[src/rtl/dpram_fifo_ctrl.sv]
// Pointer/flag controller that turns valid/ready push and pop streams into negedge dual-port RAM controls.
// Latency: a pushed word is poppable the next cycle; popped data appears on pop_data one cycle after the pop handshake.
// Backpressure: push_ready = !full, pop_ready = !empty; refused requests set sticky ovf/udf flags.
//
// The attached RAM samples we/re/addresses on the negedge, so every ram_* output here is
// combinational from the posedge-registered pointers and the (early-settling) request inputs.
// DEPTH must lie in 2..2^AW and must not exceed the physical RAM size; non-power-of-two is fine.
module dpram_fifo_ctrl #(
  parameter int DW       = 8,
  parameter int AW       = 5,
  parameter int DEPTH    = 5,
  parameter int AFULL_TH = 4
) (
  input  logic          clk,
  input  logic          rst_n,
  input  logic          flush,
  input  logic          push_valid,
  input  logic [DW-1:0] push_data,
  output logic          push_ready,
  input  logic          pop_valid,
  output logic          pop_ready,
  output logic [DW-1:0] pop_data,
  output logic          pop_data_valid,
  output logic          ram_we,
  output logic          ram_re,
  output logic [AW-1:0] ram_waddr,
  output logic [AW-1:0] ram_raddr,
  output logic [DW-1:0] ram_wdata,
  input  logic [DW-1:0] ram_rdata,
  output logic [AW:0]   count,
  output logic          full,
  output logic          empty,
  output logic          almost_full,
  output logic          ovf,
  output logic          udf
);

  localparam logic [AW:0]   DEPTH_CNT = (AW+1)'(DEPTH);
  localparam logic [AW:0]   AFULL_CNT = (AW+1)'(AFULL_TH);
  localparam logic [AW-1:0] PTR_LAST  = AW'(DEPTH - 1);

  logic [AW-1:0] wr_ptr_q, wr_ptr_d;
  logic [AW-1:0] rd_ptr_q, rd_ptr_d;
  logic [AW:0]   count_q, count_d;
  logic [DW-1:0] pop_data_q, pop_data_d;
  logic          pop_data_valid_q, pop_data_valid_d;
  logic          ovf_q, ovf_d;
  logic          udf_q, udf_d;

  logic          run;
  logic          push_fire;
  logic          pop_fire;

  // Pointers wrap at DEPTH rather than at 2^AW so odd depths work.
  function automatic logic [AW-1:0] ptr_inc(input logic [AW-1:0] p);
    return (p == PTR_LAST) ? '0 : p + AW'(1);
  endfunction

  // Status flags and handshakes; reset and flush both gate the RAM strobes off.
  always_comb begin
    full        = (count_q == DEPTH_CNT);
    empty       = (count_q == '0);
    almost_full = (count_q >= AFULL_CNT);
    push_ready  = ~full;
    pop_ready   = ~empty;
    run         = rst_n & ~flush;
    push_fire   = push_valid & push_ready & run;
    pop_fire    = pop_valid & pop_ready & run;
  end

  // RAM-facing controls, sampled by the RAM on the following negedge.
  always_comb begin
    ram_we    = push_fire;
    ram_waddr = wr_ptr_q;
    ram_wdata = push_data;
    ram_re    = pop_fire;
    ram_raddr = rd_ptr_q;
  end

  // Next-state: flush clears pointers and flags but leaves the last popped word visible.
  always_comb begin
    wr_ptr_d         = wr_ptr_q;
    rd_ptr_d         = rd_ptr_q;
    count_d          = count_q;
    pop_data_d       = pop_data_q;
    pop_data_valid_d = 1'b0;
    ovf_d            = ovf_q;
    udf_d            = udf_q;
    if (flush) begin
      wr_ptr_d = '0;
      rd_ptr_d = '0;
      count_d  = '0;
      ovf_d    = 1'b0;
      udf_d    = 1'b0;
    end else begin
      if (push_fire) begin
        wr_ptr_d = ptr_inc(wr_ptr_q);
      end
      if (pop_fire) begin
        // RAM drove ram_rdata from the mid-cycle negedge; only captured when a read was issued.
        rd_ptr_d         = ptr_inc(rd_ptr_q);
        pop_data_d       = ram_rdata;
        pop_data_valid_d = 1'b1;
      end
      case ({push_fire, pop_fire})
        2'b10:   count_d = count_q + (AW+1)'(1);
        2'b01:   count_d = count_q - (AW+1)'(1);
        default: count_d = count_q;
      endcase
      if (push_valid && full) begin
        ovf_d = 1'b1;
      end
      if (pop_valid && empty) begin
        udf_d = 1'b1;
      end
    end
  end

  // State registers with synchronous active-low reset taking priority over flush.
  always_ff @(posedge clk) begin
    if (!rst_n) begin
      wr_ptr_q         <= '0;
      rd_ptr_q         <= '0;
      count_q          <= '0;
      pop_data_q       <= '0;
      pop_data_valid_q <= 1'b0;
      ovf_q            <= 1'b0;
      udf_q            <= 1'b0;
    end else begin
      wr_ptr_q         <= wr_ptr_d;
      rd_ptr_q         <= rd_ptr_d;
      count_q          <= count_d;
      pop_data_q       <= pop_data_d;
      pop_data_valid_q <= pop_data_valid_d;
      ovf_q            <= ovf_d;
      udf_q            <= udf_d;
    end
  end

  // Registered outputs.
  always_comb begin
    count          = count_q;
    pop_data       = pop_data_q;
    pop_data_valid = pop_data_valid_q;
    ovf            = ovf_q;
    udf            = udf_q;
  end

endmodule

[config.mk]
export PLATFORM = sky130hd
export DESIGN_NAME = dpram_fifo_ctrl
export DESIGN_NICKNAME = d
export VERILOG_FILES = /design/src/rtl/dpram_fifo_ctrl.sv
export SDC_FILE = /design/constraint.sdc
export NUM_CORES = 1
export LEC_CHECK = 0
export ABC_AREA = 0
export CAP_MARGIN = 25
export CELL_PAD_IN_SITES_DETAIL_PLACEMENT = 1
export CELL_PAD_IN_SITES_GLOBAL_PLACEMENT = 1
export CORE_MARGIN = 1
export CORE_UTILIZATION = 25
export CTS_CLUSTER_SIZE = 30
export DETAILED_ROUTE_END_ITERATION = 7
export PLACE_DENSITY = 0.8
export RECOVER_POWER = 100
export REMOVE_ABC_BUFFERS = 1
export SYNTH_ARGS = -nofsm -noshare
export SYNTH_HDL_FRONTEND = slang
export SYNTH_SLANG_ARGS = --single-unit
[constraint.sdc]
create_clock -name clk -period 3.22 [get_ports clk]
set_input_delay 0.805 -clock clk [delete_from_list [all_inputs] [get_ports clk]]
set_output_delay 0.805 -clock clk [all_outputs]
set_load 0.05 [all_outputs]
==> results of run 1 <==
## kinds of logic after synthesis
family / Yosys count / share of synthesized area, %
compound gates: 41 / 18.8
simple gates: 64 / 22.9
fa+ha+maj: 10 / 8.91
flops: 27 / 36.3
xor+xnor: 5 / 2.94
buf+inv: 27 / 10.1
## metal layers
layer	share of wire, %	vias to the layer above	GRT usage [%]
li1	-	695	-
met1	44	686	15.7
met5	0	-	0
met2	50	42	23.1
met4	0.25	0	1.64
met3	5.8	2	4.94
## state kept, by name (all words and copies together) (netlist names)
signal          flops
pop_data            8
count               6
ram_raddr           5
ram_waddr           5
ovf                 1
pop_data_valid      1
udf                 1
## how the worst max path moves through the flow
| stage | start | endpoint |
|---|---|---|
| after CTS | count[5] | pop_ready |
| after global routing | pop_valid | count[5] |
| after global placement | rst_n | count[5] |
| after floorplan | count[5] | pop_ready |
| after detailed placement | rst_n | count[5] |
| final | count[5] | push_ready |
## power groups by stage
stage	sequential, uW	clock (uW)	combinational, uW
after floorplan	356	0	22.0
after CTS	339	202	76.5
after detailed placement	347	0	76.1
after global routing	339	218	75.0
after global placement	347	0	75.0
final	339	192	70.1
## critical path, cell delays in order, from the launching register on
cell	delay (ps)
dfxtp_1	370
or4_4	600
or2_2	340
clkdlybuf4s50_1	700
## layout make-up
cell class / count / area, sq um
clock buffer: 4 / 45.0
inverter: 11 / 41.3
sequential: 27 / 541
tap: 72 / 90.1
fill: 714 / 3570
multi-input combinational: 120 / 764
timing repair buffer: 62 / 557
## per-stage QoR
| stage | power [uW] | std cells | util, % | setup TNS [ps] |
|---|---|---|---|---|
| floorplan | 378 | 158 | - | -1230 |
| global placement | 422 | 292 | 36.8 | 0 |
| detailed placement | 423 | 292 | 36.8 | -64.1 |
| CTS | 618 | 296 | 37.6 | 0 |
| global route | 632 | 296 | 36.3 | 0 |
| finish | 601 | 296 | 36.3 | 0 |
## synth_stat cells, drive strengths merged
master	number	area share (%)
dfxtp	27	36
nor2	19	5.3
o21ai	16	7.4
a21oi	15	5.0
nand2	13	3.3
buf	12	6.3
inv	11	2.8
nand3	11	4.4
ha	9	7.6
nor3	5	1.7
xor2	5	2.9
clkbuf	4	1.0
or4	4	2.4
a211oi	2	1.0
a21o	2	1.0
nand2b	2	0.84
nand4	2	0.84
nor4	2	0.84
nor4bb	2	1.3
o31a	2	1.3
o31ai	2	1.9
and4b	1	0.67
fa	1	1.3
nand3b	1	0.50
nor2b	1	0.42
o21a	1	0.50
o22a	1	0.59
or2	1	0.42
==> reports/qor.txt, run 1 <==
Req. time, crit path -> 2410 ps
placed instance area -> 2070 sq um
post-CTS resize count -> 0
peak supply drop -> 0.176 mV
Initial Utilization -> 26.6%
largest net degree at the start of global routing -> 18
YS warnings -> 0
R2R depth -> 10
WS Path Type -> register to output pin
PD cells -> 295 nW/um^2
num rows -> 27
final period utilization -> 95.7%
global router's overall resource usage -> 13.2%
layout net count -> 256
Clk pwr share -> 32.0%
leakage -> 0.000859 uW
total core area -> 5610 sq um
Overflow after GRT -> 0
max_slew headroom -> 33.2%
wire length of the first global-routing pass -> 6.64 mm
internal power -> 455 uW
switching share of power -> 24.2%
Max FO, Critical Path -> 6
RSZ-0062 raised after global routing -> no
die height -> 79.2 um
Min-Delay Startpoint -> pop_data[7]
WHS -> 468 ps
Root Driver -> clkbuf_8
DP HPWL -> 3.10 mm
sequential fraction of the synthesis area -> 36.3%
most common cell after layout, fill and taps aside -> dlygate4sd3_1
count of input and output buffers -> 46
Fmax achieved -> 0.325 GHz
WHS Endpoint -> pop_data[7]
Worst Setup End Kind -> output pin
Hold Crit Class -> register to register
setup slack, reg-to-reg -> 270 ps
clock buffer depth -> 2
Avg WL per Cell -> 13.3 um
drt pass-1 iters -> 4
initial antenna violation count -> 0
Antenna Violating Nets Remaining -> 0
fin. max-slew vios -> 0
MaxCap Viol Count -> 0
Avg Cell Area, Syn -> 8.56 sq um
worst slack at placement -> -64.1 ps
Vias/cell -> 4.81
final hold violations -> 0
layout cell share with drive strength beyond 1 -> 11.6%
Setup Buffers After CTS -> 0
most frequent cells in the layout -> dlygate4sd3_1, dfxtp_1, nor2_1
vias -> 1,425
die area -> 6270 sq um
Hold Buf Count CTS -> 0
R2R Path End -> count[5]
Min-Delay Path Depth -> 2
count of different cell masters after synthesis -> 37
H-tree levels -> 1
drt drc -> 0
Reg clk slew, reported paths -> 90 ps
Tightest Pin Transition -> 998 ps
TritonCTS Buffers -> 3
Die W -> 79.2 um
post-route cell area -> 2040 sq um
GPL Wtd Cong -> 0.830
antenna cells -> 0
clock sink total -> 27
cell area after synthesis -> 1490 sq um
Iter 0 DRT Violations -> 41
status -> complete, no violations
vias in the first global route -> 1,440
Area Growth Syn to Fin -> 36.9%
TritonCTS clock tree -> done
switching power -> 146 uW
setup violators final -> 0
reg2reg start -> count[5]
number of synthesized register bits -> 27
Layout Skew -> 2.63 ps
Syn Inst Count -> 174
Detailed Route WL -> 3.95 mm
crit start category -> register
Reg power frac -> 56.4%
worst-skew pair later-pin latency -> 270 ps
boundary pin count -> 63
Final min period -> 3080 ps
Final WS setup -> 139 ps
Worst Path Arrival -> 2280 ps
Logic pwr share -> 11.7%
Note: power is estimated with default switching activity, not from simulation.
==> run 2: changes to the inputs <==
--- a/config.mk
+++ b/config.mk
@@ -6,7 +6,6 @@
 export NUM_CORES = 1
 export LEC_CHECK = 0
 export ABC_AREA = 0
-export CAP_MARGIN = 25
 export CELL_PAD_IN_SITES_DETAIL_PLACEMENT = 1
 export CELL_PAD_IN_SITES_GLOBAL_PLACEMENT = 1
 export CORE_MARGIN = 1
==> results of run 2 <==
No change in the layout: final DEF, timing and power equal those of run 1.
